[config.mk]
export PLATFORM = sky130hd
export DESIGN_NAME = bcd_display_driver
export DESIGN_NICKNAME = d
export VERILOG_FILES = /design/src/rtl/bcd_pkg.sv /design/src/rtl/seg7_decode.sv /design/src/rtl/bcd_display_driver.sv
export SDC_FILE = /design/constraint.sdc
export NUM_CORES = 1
export LEC_CHECK = 0
export CORE_UTILIZATION = 25
export CTS_BUF_LIST = sky130_fd_sc_hd__clkbuf_2 sky130_fd_sc_hd__clkbuf_4 sky130_fd_sc_hd__clkbuf_8
export DETAILED_ROUTE_END_ITERATION = 10
export GPL_ROUTABILITY_DRIVEN = 1
export PLACE_DENSITY = 0.54
export SYNTH_ARGS = -nofsm -noshare
export SYNTH_HDL_FRONTEND = slang
export SYNTH_SLANG_ARGS = --single-unit
[constraint.sdc]
create_clock -name clock -period 5.8 [get_ports clock]
set_input_delay 1.16 -clock clock [delete_from_list [all_inputs] [get_ports clock]]
set_output_delay 1.16 -clock clock [all_outputs]
set_load 0.02 [all_outputs]
[src/rtl/bcd_pkg.sv]
// bcd_pkg: shared FSM encoding, scan default and 7-segment lookup for the BCD display driver
package bcd_pkg;
  typedef enum logic [1:0] {IDLE, SHIFT, DONE} state_t;
  localparam int SCAN_DIV_DEFAULT = 4;
  localparam logic [15:0][6:0] SEG_LUT = {
    {6{7'h00}},
    7'h6F, 7'h7F, 7'h07, 7'h7D, 7'h6D,
    7'h66, 7'h4F, 7'h5B, 7'h06, 7'h3F
  };
endpackage

[src/rtl/seg7_decode.sv]
// seg7_decode: BCD digit to active-high {g,f,e,d,c,b,a} segments with blanking
module seg7_decode
  import bcd_pkg::*;
(
  input  logic [3:0] digit,
  input  logic       blank,
  output logic [6:0] seg
);
  assign seg = blank ? 7'h00 : SEG_LUT[digit];
endmodule

[src/rtl/bcd_display_driver.sv]
// bcd_display_driver: sequential double-dabble binary-to-BCD plus free-running 3-digit scan
module bcd_display_driver
  import bcd_pkg::*;
#(
  parameter int SCAN_DIV = SCAN_DIV_DEFAULT
) (
  input  logic        clock,
  input  logic        reset,
  input  logic        start,
  input  logic [7:0]  value,
  output logic        busy,
  output logic        done,
  output logic [11:0] bcd,
  output logic [2:0]  an,
  output logic [6:0]  seg
);
  localparam int CW = SCAN_DIV > 1 ? $clog2(SCAN_DIV) : 1;
  state_t state, state_n;
  logic [7:0] op;
  logic [11:0] scr, adj;
  logic [2:0] cnt;
  logic [CW-1:0] div;
  logic [1:0] idx;
  logic [3:0] digit;
  logic blank, wrap;
  logic [6:0] seg_d;
  assign busy = state != IDLE;
  always_comb begin
    state_n = state;
    if (state == IDLE && start) state_n = SHIFT;
    else if (state == SHIFT && cnt == 3'd7) state_n = DONE;
    else if (state == DONE) state_n = IDLE;
  end
  for (genvar i = 0; i < 3; i++) begin : g_adj
    assign adj[4*i+:4] = scr[4*i+:4] >= 4'd5 ? scr[4*i+:4] + 4'd3 : scr[4*i+:4];
  end
  always_ff @(posedge clock) begin
    if (reset) begin
      state <= IDLE;
      done  <= 1'b0;
      bcd   <= 12'h000;
      op    <= 8'h00;
      scr   <= 12'h000;
      cnt   <= 3'd0;
    end else begin
      state <= state_n;
      done  <= state == DONE;
      if (state == IDLE && start) begin
        op  <= value;
        scr <= 12'h000;
        cnt <= 3'd0;
      end else if (state == SHIFT) begin
        {scr, op} <= {adj, op} << 1;
        cnt <= cnt + 3'd1;
      end
      if (state == DONE) bcd <= scr;
    end
  end
  // scan runs from the committed result only, so partial conversions never reach the display
  assign wrap  = div == CW'(SCAN_DIV - 1);
  assign digit = idx == 2'd2 ? bcd[11:8] : idx == 2'd1 ? bcd[7:4] : bcd[3:0];
  assign blank = idx == 2'd2 ? bcd[11:8] == 4'd0 : idx == 2'd1 ? bcd[11:4] == 8'd0 : 1'b0;
  seg7_decode u_dec (.digit(digit), .blank(blank), .seg(seg_d));
  always_ff @(posedge clock) begin
    if (reset) begin
      div <= '0;
      idx <= 2'd0;
      an  <= 3'b001;
      seg <= 7'h3F;
    end else begin
      div <= wrap ? '0 : div + CW'(1);
      if (wrap) idx <= idx == 2'd2 ? 2'd0 : idx + 2'd1;
      an  <= 3'b001 << idx;
      seg <= seg_d;
    end
  end
endmodule

==> results of run 1 <==
## critical path: cells and delay by family (launching register included)
| kind | cells | cell delay (ps) |
|---|---|---|
| simple gates | 1 | 310 |
| flops | 1 | 380 |
| buf+inv | 1 | 530 |
## metrics by stage
step	instances	setup slack [ps]	power (mW)	area (um^2)	hold WS [ps]
final	441	3109	0.6624	2992	422.5
after global routing	441	3034	0.6948	2992	448.0
after CTS	441	3087	0.6743	2992	429.7
after detailed placement	433	3072	0.4491	2894	414.6
after global placement	433	3097	0.4479	2894	407.4
after floorplan	283	3726	0.4261	2451	397.7
## synthesized netlist by cell type (all sizes together)
master / number
nor2: 20
or2: 2
nor3: 5
a2111oi: 1
clkbuf: 10
o21bai: 3
nand2b: 8
o21ai: 9
nor2b: 5
nor4: 1
or4: 1
a211o: 2
nand3: 3
xor2: 2
nand2: 51
a22oi: 7
mux2i: 14
nor3b: 4
or3: 1
a221o: 1
and2: 2
mux2: 2
a21oi: 43
dfxtp: 52
buf: 6
ha: 14
inv: 10
xnor2: 4
## registers in the layout, indices dropped and copies added, names as in the netlist, 3 cells and up
register	count
an	3
op	8
scr	12
bcd	12
seg	7
cnt	3
## per-layer routing
layer  part of all wire (%)  GRT usage, %  up-vias
met3                    3.5         2.635        2
met2                     49         18.49       30
met5                      0             0        -
li1                       -             -     1009
met1                     47         12.17      876
met4                   0.72         3.010        0
## worst max-delay path by stage
| stage | from | end | slack, ps | depth (start not counted) |
|---|---|---|---|---|
| finish | state[0] | busy | 3110 | 2 |
| global route | state[0] | busy | 3030 | 2 |
| CTS | state[0] | busy | 3090 | 2 |
| detailed placement | reset | cnt[0] | 3070 | 4 |
| global placement | reset | scr[8] | 3100 | 4 |
| floorplan | start | cnt[0] | 3730 | 5 |
## power breakdown
part	switching, mW	internal (mW)	leakage [nW]
Sequential	0.00716	0.368	0.422
Combinational	0.0341	0.0308	0.562
Clock	0.131	0.0913	0.0511
## logic make-up (layout without fill, tap and decap cells)
family                     Yosys count  after routing  share of synthesized area [%]
and+or+nand+nor                    103            103                          19.45
AOI/OAI and AO/OA                   66             66                          15.62
DFF                                 52             52                          42.47
buffers and inverters               26             55                          4.850
muxes                               16             16                          8.320
adders and majority gates           14             14                          7.147
xor gates and xnor gates             6              6                          2.144
## cell type report
| class | instances | area, um^2 |
|---|---|---|
| fill | 1022 | 6380 |
| multi-input combinational | 205 | 1291 |
| sequential | 52 | 1041 |
| timing repair buffer | 37 | 362.8 |
| tap | 129 | 161.4 |
| clock buffer | 5 | 68.82 |
| inverter | 10 | 37.54 |
| clock inverter | 3 | 28.78 |
==> flow_metrics.env, run 1 <==
export IMPL_outcome="completed"
export IMPL_min_period_over_period_pct=46.40
export IMPL_drive_gt1_share_pct=6.731
export IMPL_slew_headroom_pct=48.75
export IMPL_cts_tree="built"
export IMPL_required_ps=4640
export IMPL_h_tree_depth=2
export IMPL_placementRows=35
export IMPL_initial_core_util_pct=26.15
export IMPL_r2r_cells=7
export IMPL_p_per_area_nw_per_um2=221.4
export IMPL_ioPinCount=35
export IMPL_start_kind="flop"
export IMPL_drv_cap=0
export IMPL_postCtsSetupRepairBufs=0
export IMPL_final_common_cell="dfxtp_1"
export IMPL_holdPathStages=1
export IMPL_finalNetCount=336
export IMPL_period_minus_slack_ps=2691
export IMPL_ys_ff_latch=52
export IMPL_r2r_end="seg[3]"
export IMPL_cts_resized=0
export IMPL_fmax_ghz=0.3716
export IMPL_cts_root_buf="clkbuf_8"
export IMPL_ys_warn_count=0
export IMPL_finalWirelength_um=4982
export IMPL_synth_seq_area_share_pct=42.47
export IMPL_vias=1917
export IMPL_rrSetupSlack_ps=3460
export IMPL_drt_vias_per_instance=4.347
export IMPL_area_growth_pct=22.05
export IMPL_synthTopCellsByArea="dfxtp_1 42%, a21oi_1 8.6%, nand2_1 7.8%"
export IMPL_critPathSlowestCell="clkdlybuf4s50_1"
export IMPL_drc=0
export IMPL_grt_max_degree=39
export IMPL_place_gp_congestion=0.7943
export IMPL_antenna_left=0
export IMPL_synth_top_area_share_pct=42.47
export IMPL_worstSetupEndpointType="output pin"
export IMPL_synth_cell_area_um2=2451
export IMPL_grt_antenna_before_repair=0
export IMPL_slew_viol_final=0
export IMPL_cts_made_buffers=5
export IMPL_ctsHoldBuffers=0
export IMPL_critical_path_class="reg -> out"
export IMPL_clock_skew_ps=9.413
export IMPL_rsz0062_at_grt="false"
export IMPL_fp_coreArea_um2=9371
export IMPL_crit_fanout=8
export IMPL_postSynthCellCount=283
export IMPL_synth_cell_type_count=38
export IMPL_syn_nets=308
export IMPL_die_h_um=101.0
export IMPL_clock_latency_ps=310
export IMPL_port_buffers=34
export IMPL_worstHoldStart="div[0]"
export IMPL_avgRoutedWirePerCell_um=11.30
export IMPL_cp_arrival_ps=1530
export IMPL_holdPathEnd="div[0]"
export IMPL_finalSetupViolCount=0
export IMPL_grt_pass1_wl_um=8280
export IMPL_p_leak_nw=1.035
export IMPL_drt_initial_drc_count=142
export IMPL_layout_common_cells="52 x dfxtp_1, 51 x nand2_1, 42 x a21oi_1"
export IMPL_grt_pass1_vias=1760
export IMPL_clock_path_buffers=2
export IMPL_grt_overflow_total=0
export IMPL_diodes=0
export IMPL_hold_violations=0
export IMPL_hold_path_class="reg -> reg"
export IMPL_regToRegStartpoint="idx[1]"
export IMPL_cp_cell_sequence="or2_2 > clkdlybuf4s50_1"
export IMPL_worst_pin_slew_ps=767.2
export IMPL_syn_area_per_cell_um2=8.661
export IMPL_ir_drop_uv=98.33
export IMPL_path_clk_slew_ps=110
export IMPL_clock_sinks=52
export IMPL_grt_use_total_pct=10.35
export IMPL_final_core_util_pct=31.92
export IMPL_synth_top_cell_by_area="dfxtp_1"
export IMPL_max_stage_delay_ps=530
export IMPL_setup_tns_ps=0
export IMPL_die_x_um=101.0
export IMPL_firstDrtPassIters=4
export IMPL_die_area_um2=10200
export IMPL_hpwl_um=3693
(Power assumes the default switching activity.)
==> run 2: changes to the inputs <==
- PLACE_DENSITY: 0.54 -> 0.55
- clock period: 5.8 -> 2.3 ns (I/O delays scaled with it)
==> run 2 against run 1 <==
Net effect: non-clock buffer count rose by 7; sequential power rose to 2.5 times the previous value; via count rose by 1.0%; clock skew fell by 1.5 ps; utilization rose by 0.51 points; cell count rose by 1.6%; largest power group unchanged.
==> flow_metrics.env, run 2 (same netlist as run 1, synthesis figures left out) <==
export IMPL_drv_cap=0
export IMPL_h_tree_depth=2
export IMPL_cts_resized=0
export IMPL_finalSetupViolCount=0
export IMPL_hold_path_class="reg -> reg"
export IMPL_max_stage_delay_ps=540
export IMPL_vias=1937
export IMPL_period_minus_slack_ps=1988
export IMPL_antenna_left=0
export IMPL_clock_skew_ps=7.952
export IMPL_ctsHoldBuffers=0
export IMPL_clock_latency_ps=310
export IMPL_setup_tns_ps=0
export IMPL_start_kind="flop"
export IMPL_die_x_um=101.0
export IMPL_placementRows=35
export IMPL_cp_num_buf_inv=1
export IMPL_place_gp_congestion=0.7783
export IMPL_drc=0
export IMPL_grt_pass1_vias=1752
export IMPL_clock_sinks=52
export IMPL_switching_power_mw=0.4062
export IMPL_p_per_area_nw_per_um2=545.7
export IMPL_power_mw=1.659
export IMPL_clock_path_buffers=2
export IMPL_p_clk_share_pct=32.6
export IMPL_dp_cells=440
export IMPL_final_common_cell="dfxtp_1"
export IMPL_final_core_util_pct=32.43
export IMPL_hold_violations=0
export IMPL_stdcell_count=448
export IMPL_grt_max_degree=18
export IMPL_fmax_ghz=0.5030
export IMPL_rsz0062_at_grt="false"
export IMPL_critical_path_class="reg -> out"
export IMPL_cts_tree="built"
export IMPL_slew_viol_final=0
export IMPL_grt_pass1_wl_um=8017
export IMPL_cp_arrival_ps=1530
export IMPL_layout_common_cells="52 x dfxtp_1, 51 x nand2_1, 42 x a21oi_1"
export IMPL_initial_core_util_pct=26.15
export IMPL_required_ps=1840
export IMPL_ioPinCount=35
export IMPL_fp_coreArea_um2=9371
export IMPL_postCtsSetupRepairBufs=0
export IMPL_worst_pin_slew_ps=657.1
export IMPL_p_sw_share_pct=24.49
export IMPL_critPathSlowestCell="clkdlybuf4s50_1"
export IMPL_p_comb_share_pct=10.5
export IMPL_finalNetCount=343
export IMPL_worstSetupEndpointType="output pin"
export IMPL_largest_registers="bcd x12, scr x12, op x8"
export IMPL_p_seq_share_pct=56.9
export IMPL_outcome="completed"
export IMPL_avgRoutedWirePerCell_um=10.81
export IMPL_ir_drop_uv=215.3
export IMPL_hpwl_um=3636
export IMPL_firstDrtPassIters=4
export IMPL_drive_gt1_share_pct=8.777
export IMPL_cts_made_buffers=5
export IMPL_crit_fanout=8
export IMPL_grt_use_total_pct=9.770
export IMPL_die_area_um2=10200
export IMPL_path_clk_slew_ps=90
export IMPL_area_growth_pct=23.99
export IMPL_drt_vias_per_instance=4.324
export IMPL_slew_headroom_pct=56.19
export IMPL_p_leak_nw=1.069
export IMPL_cts_root_buf="clkbuf_8"
export IMPL_port_buffers=34
export IMPL_die_h_um=101.0
export IMPL_min_period_over_period_pct=86.44
export IMPL_internal_power_mw=1.252
export IMPL_diodes=0
export IMPL_drt_initial_drc_count=87
export IMPL_grt_overflow_total=0
export IMPL_cp_cell_sequence="or2_2 > clkdlybuf4s50_1"
export IMPL_finalWirelength_um=4845
export IMPL_cp_top_family="buffers and inverters"
export IMPL_grt_antenna_before_repair=0
-- run 2: cell count changes in the layout (fill, tap and decap cells not counted), sizes merged --
| cell | delta |
|---|---|
| inv | -3 |
| buf | +7 |
| clkinv | +2 |
| clkbuf | +1 |
-- run 2: cell type report --
type	instances	area (um^2)
Sequential cell	52	1041
Inverter	10	37.54
Fill cell	1014	6332
Clock buffer	6	82.58
Clock inverter	2	10.01
Multi-Input combinational cell	205	1291
Timing Repair Buffer	44	415.4
Tap cell	129	161.4
-- run 2: power groups by stage --
stage	Sequential, mW	Clock (mW)	Combinational [mW]
global placement	0.964	0	0.175
detailed placement	0.965	0	0.176
finish	0.943	0.541	0.174
CTS	0.944	0.559	0.176
global route	0.948	0.596	0.191
floorplan	0.969	0	0.105
-- run 2: worst paths after layout --
path / start / cells past startpoint / endpoint / slack (ps)
setup reg to reg: idx[1] / 7 / seg[5] / 330
hold reg to reg: div[0] / 1 / div[0] / 430
hold / removal: div[0] / 1 / div[0] / 430
setup / recovery: state[0] / 2 / busy / 310
-- run 2: through the flow --
| step | area, um^2 | setup slack [ps] | hold WS [ps] |
|---|---|---|---|
| after floorplan | 2451 | 446.0 | 397.7 |
| after global placement | 2947 | 371.7 | 406.8 |
| after detailed placement | 2947 | 331.4 | 416.6 |
| after CTS | 3039 | 293.1 | 429.6 |
| after global routing | 3039 | 248.6 | 445.4 |
| final | 3039 | 311.8 | 427.7 |
-- run 2: routing by layer --
layer / vias to the layer above / share of wire [%] / global-route usage, %
met1: 882 / 48 / 11.55
met4: 0 / 1.1 / 3.010
met5: - / 0 / 0
met3: 5 / 3.5 / 2.635
met2: 28 / 48 / 17.18
li1: 1022 / - / -
==> run 3: changes to the inputs <==
- CORE_UTILIZATION: 25 -> 51
- PLACE_DENSITY: 0.55 -> 0.89
==> run 3 against run 2 <==
Net effect: critical endpoint is now seg[5]; combinational power barely moved; clock power rose by 20%; largest cell class unchanged; the flow now finishes with violations (DRC); largest power group unchanged; routed wire length rose by 1.3%; die area fell by 50%; cell count fell by 18%; via count rose by 2.0%; non-clock buffer count fell by 3; worst hold slack barely moved; sequential power barely moved.
==> flow_metrics.env, run 3 (same netlist as run 1, synthesis figures left out) <==
export IMPL_outcome="finished, violations left"
export IMPL_violations="DRC"
export IMPL_cp_top_family="multiplexers"
export IMPL_clock_path_buffers=2
export IMPL_ioPinCount=35
export IMPL_fmax_ghz=0.4924
export IMPL_initial_core_util_pct=54.78
export IMPL_critPathSlowestCell="dfxtp_2"
export IMPL_drt_vias_per_instance=5.367
export IMPL_avgRoutedWirePerCell_um=13.34
export IMPL_min_period_over_period_pct=88.29
export IMPL_max_stage_delay_ps=420
export IMPL_cp_num_buf_inv=2
export IMPL_crit_fanout=8
export IMPL_multi_input_area_um2=1291
export IMPL_required_ps=2560
export IMPL_ir_drop_uv=420.4
export IMPL_stdcell_count=368
export IMPL_cts_tree="built"
export IMPL_drv_cap=0
export IMPL_h_tree_depth=2
export IMPL_slew_headroom_pct=46.84
export IMPL_finalSetupViolCount=0
export IMPL_die_x_um=71.33
export IMPL_dp_cells=360
export IMPL_worstSetupEndpointType="flop"
export IMPL_antenna_left=0
export IMPL_grt_pass1_vias=1931
export IMPL_worst_pin_slew_ps=795.7
export IMPL_slew_viol_final=0
export IMPL_path_clk_slew_ps=100
export IMPL_firstDrtPassIters=7
export IMPL_drc=4
export IMPL_cp_cell_sequence="buf_4 > mux2i_1 > mux2i_4 > inv_1 > ha_1 > nor2_1 > a2111oi_0 > or3_1"
export IMPL_register_area_um2=1042
export IMPL_grt_pass1_wl_um=8562
export IMPL_die_area_um2=5087
export IMPL_port_buffers=34
export IMPL_p_leak_nw=1.059
export IMPL_fin_ws_ps=269.2
export IMPL_place_gp_congestion=0.8153
export IMPL_diodes=0
export IMPL_layout_common_cells="51 x nand2_1, 51 x dfxtp_1, 42 x a21oi_1"
export IMPL_largest_registers="bcd x12, scr x12, op x8"
export IMPL_critical_path_class="reg -> reg"
export IMPL_period_minus_slack_ps=2031
export IMPL_cts_root_buf="clkbuf_8"
export IMPL_die_h_um=71.33
export IMPL_hold_path_class="reg -> reg"
export IMPL_holdWs_ps=427.7
export IMPL_grt_overflow_total=0
export IMPL_p_per_area_nw_per_um2=599.1
export IMPL_clock_latency_ps=310
export IMPL_clock_skew_ps=5.075
export IMPL_finalNetCount=340
export IMPL_start_kind="flop"
export IMPL_cts_made_buffers=5
export IMPL_grt_max_degree=30
export IMPL_grt_use_total_pct=21.30
export IMPL_drt_initial_drc_count=111
export IMPL_rrSetupSlack_ps=270
export IMPL_rsz0062_at_grt="false"
export IMPL_grt_antenna_before_repair=0
export IMPL_fillers=372
export IMPL_dp_slack_ps=169.3
export IMPL_area_growth_pct=20.11
export IMPL_finalWirelength_um=4909
export IMPL_drive_gt1_share_pct=8.228
export IMPL_hold_violations=0
export IMPL_clock_sinks=52
export IMPL_placementRows=24
export IMPL_vias=1975
export IMPL_setup_tns_ps=0
export IMPL_fp_coreArea_um2=4474
export IMPL_hpwl_um=3515
export IMPL_cp_arrival_ps=2290
export IMPL_ctsHoldBuffers=0
[run 3: changes by cell type in the layout (fill, tap and decap cells not counted), sizes merged]
cell | previous run | this run
bufinv | 0 | 1
clkbuf | 6 | 5
clkinv | 2 | 0
inv | 10 | 11
clkinvlp | 0 | 1
buf | 10 | 7
[run 3: layer usage]
metal	vias to the layer above	GRT usage, %	wire length, um
met5	-	0	0
met4	0	10.00	77
met3	7	3.657	165
met2	45	37.04	2481
met1	908	25.65	2184
li1	1015	-	-
[run 3: layout make-up]
type                    instances  share of cell area (%)
multi-input cells             205                   43.86
flip-flops and latches         52                   35.40
repair buffers                 41                   13.34
clock buffers                   5                   2.337
well taps                      52                   2.210
clock inverters                 3                   1.572
inverters                      10                   1.275
[run 3: metrics by stage]
stage               power [mW]  instance area (um^2)  util (%)
floorplan                1.074                  2451         -
global placement         1.132                  2828     63.20
finish                   1.764                  2944     65.80
detailed placement       1.138                  2828     63.20
CTS                      1.777                  2943     65.77
global route             1.835                  2944     65.80
[run 3: what timing repair did]
action | CTS | global route
resized for setup | 0 | 1
buffers inserted | 0 | 0
endpoints found under the setup margin | 0 | 1
[run 3: path summary, 6_finish.rpt]
path,cells past startpoint,endpoint,from
setup reg to reg,8,seg[5],idx[1]
hold reg to reg,1,div[0],div[0]
hold / removal,1,div[0],div[0]
setup / recovery,8,seg[5],idx[1]
[run 3: where the power goes]
part	total [mW]	internal, mW	switching (mW)
registers	0.944	0.927	0.0163
clock network	0.647	0.328	0.319
logic	0.174	0.0817	0.0919
total	1.76	1.34	0.427
